===== src/rtl/alu_seq_pkg.sv =====
// Shared definitions for the multi-precision ALU operand sequencer.
// Latency: none (types and constants only).
// Backpressure: not applicable.
// Contents: FSM state encoding, wide operation codes, ALU logic operation codes.
package alu_seq_pkg;

  typedef enum logic [1:0] {
    IDLE  = 2'd0,
    RUN   = 2'd1,
    DRAIN = 2'd2,
    RESP  = 2'd3
  } state_t;

  // Wide arithmetic operations (req_mode = 1)
  localparam logic [1:0] OP_TRANSFER = 2'b00;
  localparam logic [1:0] OP_ADD      = 2'b01;
  localparam logic [1:0] OP_SUB      = 2'b10;
  localparam logic [1:0] OP_RSUB     = 2'b11;

  // ALU logic operations (req_mode = 0), passed straight through
  localparam logic [1:0] LOP_AND  = 2'b00;
  localparam logic [1:0] LOP_OR   = 2'b01;
  localparam logic [1:0] LOP_XOR  = 2'b10;
  localparam logic [1:0] LOP_XNOR = 2'b11;

endpackage


===== src/rtl/alu_slice_sel.sv =====
// Maps a wide operation onto ALU operands (inversion, carry-in) and extracts slice idx.
// Latency: purely combinational.
// Backpressure: none; the caller decides when the selected slice is loaded.
// Ports: a/b/cin/oper/mode = wide operation, idx = slice number,
//        slice_a/slice_b = N-bit operands, c0 = carry into slice 0, alu_oper = ALU code,
//        a_msb/b_msb (only with ALU_MP_SEQ_OVF_EN) = sign bits of the mapped operands.
module alu_slice_sel
  import alu_seq_pkg::*;
#(
  parameter int N      = 4,
  parameter int SLICES = 4,
  parameter int IW     = 2
) (
  input  logic [N*SLICES-1:0] a,
  input  logic [N*SLICES-1:0] b,
  input  logic                cin,
  input  logic [1:0]          oper,
  input  logic                mode,
  input  logic [IW-1:0]       idx,
  output logic [N-1:0]        slice_a,
  output logic [N-1:0]        slice_b,
  output logic                c0,
  output logic [1:0]          alu_oper
`ifdef ALU_MP_SEQ_OVF_EN
  ,
  output logic                a_msb,
  output logic                b_msb
`endif
);

  localparam int W = N * SLICES;

  logic [W-1:0] a_m;
  logic [W-1:0] b_m;
  logic [W-1:0] sh_a;
  logic [W-1:0] sh_b;

  // Subtraction is done as two's complement addition on the whole wide operand,
  // because the ALU's own +1 only exists per slice and cannot be chained.
  always_comb begin
    a_m      = a;
    b_m      = b;
    c0       = 1'b0;
    alu_oper = oper;
    if (mode) begin
      alu_oper = OP_ADD;
      case (oper)
        OP_TRANSFER: alu_oper = OP_TRANSFER;
        OP_ADD:      c0 = cin;
        OP_SUB: begin
          b_m = ~b;
          c0  = 1'b1;
        end
        OP_RSUB: begin
          a_m = ~a;
          c0  = 1'b1;
        end
      endcase
    end
  end

  assign sh_a    = a_m >> (N * int'(idx));
  assign sh_b    = b_m >> (N * int'(idx));
  assign slice_a = sh_a[N-1:0];
  assign slice_b = sh_b[N-1:0];

`ifdef ALU_MP_SEQ_OVF_EN
  assign a_msb = a_m[W-1];
  assign b_msb = b_m[W-1];
`endif

endmodule


===== src/rtl/alu_mp_sequencer.sv =====
// Runs one N*SLICES-bit operation through an N-bit registered ALU, LS slice first, carry chained.
// Latency: rsp_valid rises SLICES+1 edges after the accept edge; one op per SLICES+3 cycles.
// Backpressure: req_ready only in IDLE; response held stable in RESP until rsp_ready.
// Ports: Clk/rst (async, active-high); req_* = wide request (valid/ready);
//        alu_* = slice interface to the ALU (alu_Cin combinational, rest registered);
//        rsp_* = wide response (valid/ready). Option ALU_MP_SEQ_OVF_EN adds rsp_ovf.
module alu_mp_sequencer
  import alu_seq_pkg::*;
#(
  parameter int N      = 4,
  parameter int SLICES = 4
) (
  input  logic                Clk,
  input  logic                rst,
  input  logic                req_valid,
  output logic                req_ready,
  input  logic [N*SLICES-1:0] req_a,
  input  logic [N*SLICES-1:0] req_b,
  input  logic                req_cin,
  input  logic [1:0]          req_oper,
  input  logic                req_mode,
  output logic [N-1:0]        alu_A,
  output logic [N-1:0]        alu_B,
  output logic                alu_Cin,
  output logic [1:0]          alu_Oper,
  output logic                alu_Mode,
  input  logic [N-1:0]        alu_Sum,
  input  logic                alu_Cout,
  output logic                rsp_valid,
  input  logic                rsp_ready,
  output logic [N*SLICES-1:0] rsp_sum,
  output logic                rsp_cout
`ifdef ALU_MP_SEQ_OVF_EN
  ,
  output logic                rsp_ovf
`endif
);

  localparam int W  = N * SLICES;
  localparam int IW = $clog2(SLICES);

  state_t        state;
  logic [IW-1:0] idx;
  logic [W-1:0]  op_a;
  logic [W-1:0]  op_b;
  logic          op_cin;
  logic [1:0]    op_oper;
  logic          op_mode;
  logic          op_c0;

  logic          is_idle;
  logic          is_arith;
  logic [W-1:0]  src_a;
  logic [W-1:0]  src_b;
  logic          src_cin;
  logic [1:0]    src_oper;
  logic          src_mode;
  logic [IW-1:0] sel_idx;
  logic [N-1:0]  sel_a;
  logic [N-1:0]  sel_b;
  logic          sel_c0;
  logic [1:0]    sel_oper;

`ifdef ALU_MP_SEQ_OVF_EN
  logic          sel_a_msb;
  logic          sel_b_msb;
  logic          op_a_msb;
  logic          op_b_msb;
`endif

  assign is_idle   = (state == IDLE);
  assign req_ready = is_idle;
  assign is_arith  = op_mode && (op_oper != OP_TRANSFER);

  // In IDLE the selector looks at the incoming request so slice 0 can be
  // loaded on the accept edge; afterwards it looks ahead to slice idx+1.
  assign src_a    = is_idle ? req_a    : op_a;
  assign src_b    = is_idle ? req_b    : op_b;
  assign src_cin  = is_idle ? req_cin  : op_cin;
  assign src_oper = is_idle ? req_oper : op_oper;
  assign src_mode = is_idle ? req_mode : op_mode;
  assign sel_idx  = is_idle ? '0 : idx + IW'(1);

  // The ALU registers its carry, so slice k>0 takes the carry of slice k-1 directly.
  assign alu_Cin = (idx == '0) ? op_c0 : alu_Cout;

  alu_slice_sel #(
    .N      (N),
    .SLICES (SLICES),
    .IW     (IW)
  ) u_sel (
    .a        (src_a),
    .b        (src_b),
    .cin      (src_cin),
    .oper     (src_oper),
    .mode     (src_mode),
    .idx      (sel_idx),
    .slice_a  (sel_a),
    .slice_b  (sel_b),
    .c0       (sel_c0),
    .alu_oper (sel_oper)
`ifdef ALU_MP_SEQ_OVF_EN
    ,
    .a_msb    (sel_a_msb),
    .b_msb    (sel_b_msb)
`endif
  );

  always_ff @(posedge Clk or posedge rst) begin
    if (rst) begin
      state     <= IDLE;
      idx       <= '0;
      op_a      <= '0;
      op_b      <= '0;
      op_cin    <= 1'b0;
      op_oper   <= 2'b00;
      op_mode   <= 1'b0;
      op_c0     <= 1'b0;
      alu_A     <= '0;
      alu_B     <= '0;
      alu_Oper  <= 2'b00;
      alu_Mode  <= 1'b0;
      rsp_valid <= 1'b0;
      rsp_sum   <= '0;
      rsp_cout  <= 1'b0;
`ifdef ALU_MP_SEQ_OVF_EN
      op_a_msb  <= 1'b0;
      op_b_msb  <= 1'b0;
      rsp_ovf   <= 1'b0;
`endif
    end else begin
      case (state)
        IDLE: begin
          if (req_valid) begin
            op_a     <= req_a;
            op_b     <= req_b;
            op_cin   <= req_cin;
            op_oper  <= req_oper;
            op_mode  <= req_mode;
            op_c0    <= sel_c0;
            alu_A    <= sel_a;
            alu_B    <= sel_b;
            alu_Oper <= sel_oper;
            alu_Mode <= req_mode;
            idx      <= '0;
            state    <= RUN;
`ifdef ALU_MP_SEQ_OVF_EN
            op_a_msb <= sel_a_msb;
            op_b_msb <= sel_b_msb;
`endif
          end
        end
        RUN: begin
          // alu_Sum trails the issued slice by one edge
          if (idx != '0) begin
            rsp_sum[(int'(idx) - 1) * N +: N] <= alu_Sum;
          end
          if (idx == IW'(SLICES - 1)) begin
            state <= DRAIN;
          end else begin
            idx   <= idx + IW'(1);
            alu_A <= sel_a;
            alu_B <= sel_b;
          end
        end
        DRAIN: begin
          rsp_sum[(SLICES - 1) * N +: N] <= alu_Sum;
          rsp_cout  <= is_arith & alu_Cout;
          rsp_valid <= 1'b1;
          idx       <= '0;
          state     <= RESP;
`ifdef ALU_MP_SEQ_OVF_EN
          rsp_ovf   <= is_arith && (op_a_msb == op_b_msb) && (alu_Sum[N-1] != op_a_msb);
`endif
        end
        RESP: begin
          if (rsp_ready) begin
            rsp_valid <= 1'b0;
            state     <= IDLE;
          end
        end
      endcase
    end
  end

endmodule

===== config.mk =====
export PLATFORM = sky130hd
export DESIGN_NAME = alu_mp_sequencer
export DESIGN_NICKNAME = d
export VERILOG_FILES = /design/src/rtl/alu_seq_pkg.sv /design/src/rtl/alu_slice_sel.sv /design/src/rtl/alu_mp_sequencer.sv
export SDC_FILE = /design/constraint.sdc
export NUM_CORES = 1
export LEC_CHECK = 0
export CORE_UTILIZATION = 30
export DETAILED_ROUTE_END_ITERATION = 6
export GPL_TIMING_DRIVEN = 1
export PLACE_DENSITY = 0.58
export SETUP_SLACK_MARGIN = 0.1
export SLEW_MARGIN = 15
export SYNTH_ARGS = -nofsm -noshare
export SYNTH_HDL_FRONTEND = slang
export SYNTH_SLANG_ARGS = --single-unit

===== constraint.sdc =====
create_clock -name Clk -period 7 [get_ports Clk]
set_input_delay 1.05 -clock Clk [delete_from_list [all_inputs] [get_ports Clk]]
set_output_delay 1.05 -clock Clk [all_outputs]
set_load 0.02 [all_outputs]

# After elaboration in Yosys (flattened, before gate mapping)
# Cells that the tools add are included.
# word_totals
register_bits	68
in_bits	45
wordCells	86
# classes
n_addsub	3
eq_ne	12
shift	4
n_mux	32
bitwise	3
n_reduce_logical	18
# ops
cell	n
2-to-1 mux 16 bit	7
negator 5 -> 33 bit	1
variable shift 4 x 33 -> 16 bit, first input constant	1
indexed part select 4 x 33 -> 16 bit	1
inverter 16 bit	2
right shift 16 x 4 -> 4 bit	2
one-hot mux 4 bit (2 select lines)	3
bitwise mux 16 bit	1
2-to-1 mux 2 bit	8
2-to-1 mux 4 bit	4
equality test 2 bit, second input constant	5
inequality test 2 bit, second input constant	5
nonzero test 2 bit	5
AND reduction 3 bit	3
one-hot mux 2 bit (4 select lines)	1
AND reduction 2 bit	4
zero test 2 bit	3
one-hot mux 2 bit (3 select lines)	1
2-to-1 mux 1 bit	5
equality test 2 x 1 -> 1 bit, second input constant	2
one-hot mux 1 bit (2 select lines)	2
nonzero test 3 bit	1
subtractor 2 x 1 -> 3 bit, second input constant	1
adder 2 x 1 -> 2 bit, second input constant	1
3 further kinds	3

# Depth between registers and ports, before layout
# depth
ltp_word	8
ltp_mapped	9
mapped_depth_nobuf	6

# Hierarchy
# A second synthesis with hierarchy kept.
# unflattened
hier_cells	276
hier_area_um2	3702.3
# modules_own_cells
mod	instances	cells_each	area_each_um2	seq_area_each_um2
alu_mp_sequencer	1	252	3399.5	1726.7
alu_slice_sel	1	24	302.8	0.0

# Worst setup path after synthesis
# No wires, ideal clock.
# synth_path
path_kind	register to output
startpoint	reg idx[0]
endpoint	out alu_Cin
arrival_time_ns	1.508
path_slack_ns	4.442
path_stages_with_launch	6
path_buffers	2
path_cell_list	dfrtp_1 buf_2 buf_4 inv_1 ha_1 mux2_2
# synth_between
elab_chain_len	2
# synth_lines
item	line_no	rtl
start, declared	alu_mp_sequencer.sv:43	logic [IW-1:0] idx;
start signal, assigned	alu_mp_sequencer.sv:161	idx <= idx + IW'(1);
zero test 2 bit	alu_mp_sequencer.sv:85	assign alu_Cin = (idx == '0) ? op_c0 : alu_Cout;
2-to-1 mux 1 bit	alu_mp_sequencer.sv:85	
end, declared	alu_mp_sequencer.sv:24	output logic alu_Cin,
# Every way passes these cells.

# Worst setup path in the final report
# Same ends and word-level chain as after synthesis.

==> reports/metrics.cfg <==
[sta]
fmax_mhz=290
relSlewSlack=0.355
maxSlewViolCount=0
skew_ps=8.02
setup_violations=0
setup_tns_ps=0
finalCritPeriodShare=0.493
rsz0062_at_grt=no
holdWs_ps=489
hold_violations=0
worstMarginPinSlew_ps=962
fin_crit_ps=3450

[placed_design]
place_hpwl_mm=5.29
portBuffers=75
globalplace.congestion=0.723

[synthesis]
netlist_area_um2=3330
ys_ff_latch=68
synthCells=282
synthesis.nets=338
async_reset_ff_frac=1.00
yosysWarnings=0
yosysUniqueCellTypes=41
ys_seq_area_frac=0.512
synth_edf_count=0
post_synth.cell_area_avg_um2=11.8
ys.flop_type=dfrtp_1

[routing]
routed_via_density=4.82
top_layer_used=met4
route.met2.wl_mm=3.37
postRouteAntennaNets=0
met1_length_mm=3.69
drt_iter0_drc=105
vias=2419
wl_mm=7.53
wl_per_cell_um=15.0
drc=0
first_pass_iters=4
wl_met3_um=376

[finish]
area_growth_pct=32.2
nFillCells=1071
drive_gt1_frac=0.174
fin_nets=415
diodes=0

[clock_network]
cts_tree=built
clk_path_buf_depth=2
post_cts_buffers=0
cts_resized=0
clock-sinks=68
hold_buffers=0
cts.clk_slew.worst_paths_ps=70
insertion_delay_ps=340
cts_max_level=3
root_buffer=clkbuf_8
cts_buffers=9

[pwr]
cellPowerDensity_nw_per_um2=430
p_leak_nw=1.86
ir_drop_mv=0.136

[global_routing]
track_usage=0.139
grt_pass1_wl_mm=12.1
grt_max_degree=69
gr-total-overflow=0
grt_pass1_vias=2394
antenna_found_initial=0

[floorplan]
die_h_um=107
die_area_um2=11500
pin_count=76
rows=38
coreArea_um2=10800
floorplan.initialDensity=0.307
die_w_um=107

[worst_hold_path]
holdCritPathClass=reg2reg
min_from=op_c0$_DFFE_PP0P_

[critical_path]
arrival_ps=2400
start_kind=register
r2r_start=idx[0]$_DFFE_PP0P_
crit_fanout=27
critPathKind=reg2out
cp-end-kind=output pin
required_ps=5950
crit_start=idx[0]$_DFFE_PP0P_

[run_status]
status=finished, final reports clean

[run]
max-cap-violations=0

-- where the power goes --
group          leakage [nW]  switching, mW  total (mW)  internal [mW]
combinational         0.915          0.470       0.911          0.441
clock                0.0983          0.138       0.317          0.180
sequential            0.846         0.0972       0.663          0.566
-- path summary, 6_finish.rpt --
kind,to,slack [ps],depth (start not counted)
worst max register to register,alu_A[0]$_DFFE_PP0P_,4410,7
worst max-delay path,alu_Cin,3550,5
max in group asynchronous,rsp_sum[11]$_DFFE_PP0P_,5130,3
worst min-delay path,op_c0$_DFFE_PP0P_,490,2
min in group asynchronous,op_a[10]$_DFFE_PP0P_,1310,3
worst min register to register,op_c0$_DFFE_PP0P_,490,2
-- metrics by stage --
step,util,setup WS (ps),power [mW],cell area [um2],std cells
floorplan,-,4240,1.31,3330,282
global placement,0.388,3690,1.56,4210,488
detailed placement,0.388,3680,1.59,4210,488
CTS,0.405,3520,1.91,4400,502
global route,0.405,3410,2.04,4400,502
finish,0.405,3550,1.89,4400,502
-- critical path, stage by stage, from the launching register on --
cell,delay [ps]
dfrtp_1,330
buf_4,360
inv_1,190
ha_1,340
mux2_2,250
clkdlybuf4s50_1,590
-- state kept, by name, summed over array words and instances (netlist names) --
signal	cells
idx	2
op_mode	1
rsp_sum	16
alu_Oper	2
alu_B	4
alu_A	4
op_c0	1
op_oper	2
op_a	16
rsp_valid	1
state	2
rsp_cout	1
op_b	16
-- final cells by class --
class	instances	area, um2	share of cell area
well taps	140	175	0.0399
clock buffers	12	155	0.0353
multi-input cells	193	1520	0.346
inverters	9	33.8	0.00769
clock inverters	2	35.0	0.00797
flip-flops and latches	68	1700	0.387
repair buffers	78	773	0.176
-- cell usage after synthesis, drive strengths merged (7+ instances only) --
master | count | area, um2
ha | 11 | 138
buf | 7 | 50.1
nor2b | 11 | 68.8
a21oi | 9 | 45.0
mux2i | 15 | 150
a22o | 12 | 105
dfrtp | 68 | 1700
inv | 9 | 33.8
nand2 | 23 | 86.3
mux2 | 42 | 473
o21ai | 8 | 40.0
-- logic make-up (layout without fill, tap and decap cells) --
kind of cell,after synthesis,in the layout,share of synthesized area
adder cells (fa/ha/maj),11,11,0.0414
multiplexers,57,57,0.187
flip-flops,68,68,0.512
AO/OA/AOI/OAI,49,49,0.105
XOR/XNOR,1,1,0.00263
AND/OR/NAND/NOR,75,75,0.122
buffers and inverters,21,101,0.0309
-- placed cells by master, fill, tap and decap left out, types with 8 or more instances in the layout --
master	Yosys	layout
nand2_1	23	23
nor2b_1	11	11
clkbuf_8	0	11
dfrtp_1	68	68
mux2i_1	15	15
ha_1	11	11
inv_1	9	8
clkdlybuf4s50_1	0	75
mux2_2	42	42
a22o_1	12	12
a21oi_1	9	9
-- per-layer routing --
metal,global-route usage,vias up
met3,0.0400,9
met5,0,-
met1,0.189,1172
li1,-,1177
met2,0.210,61
met4,0.0470,0
(Power assumes the default switching activity.)
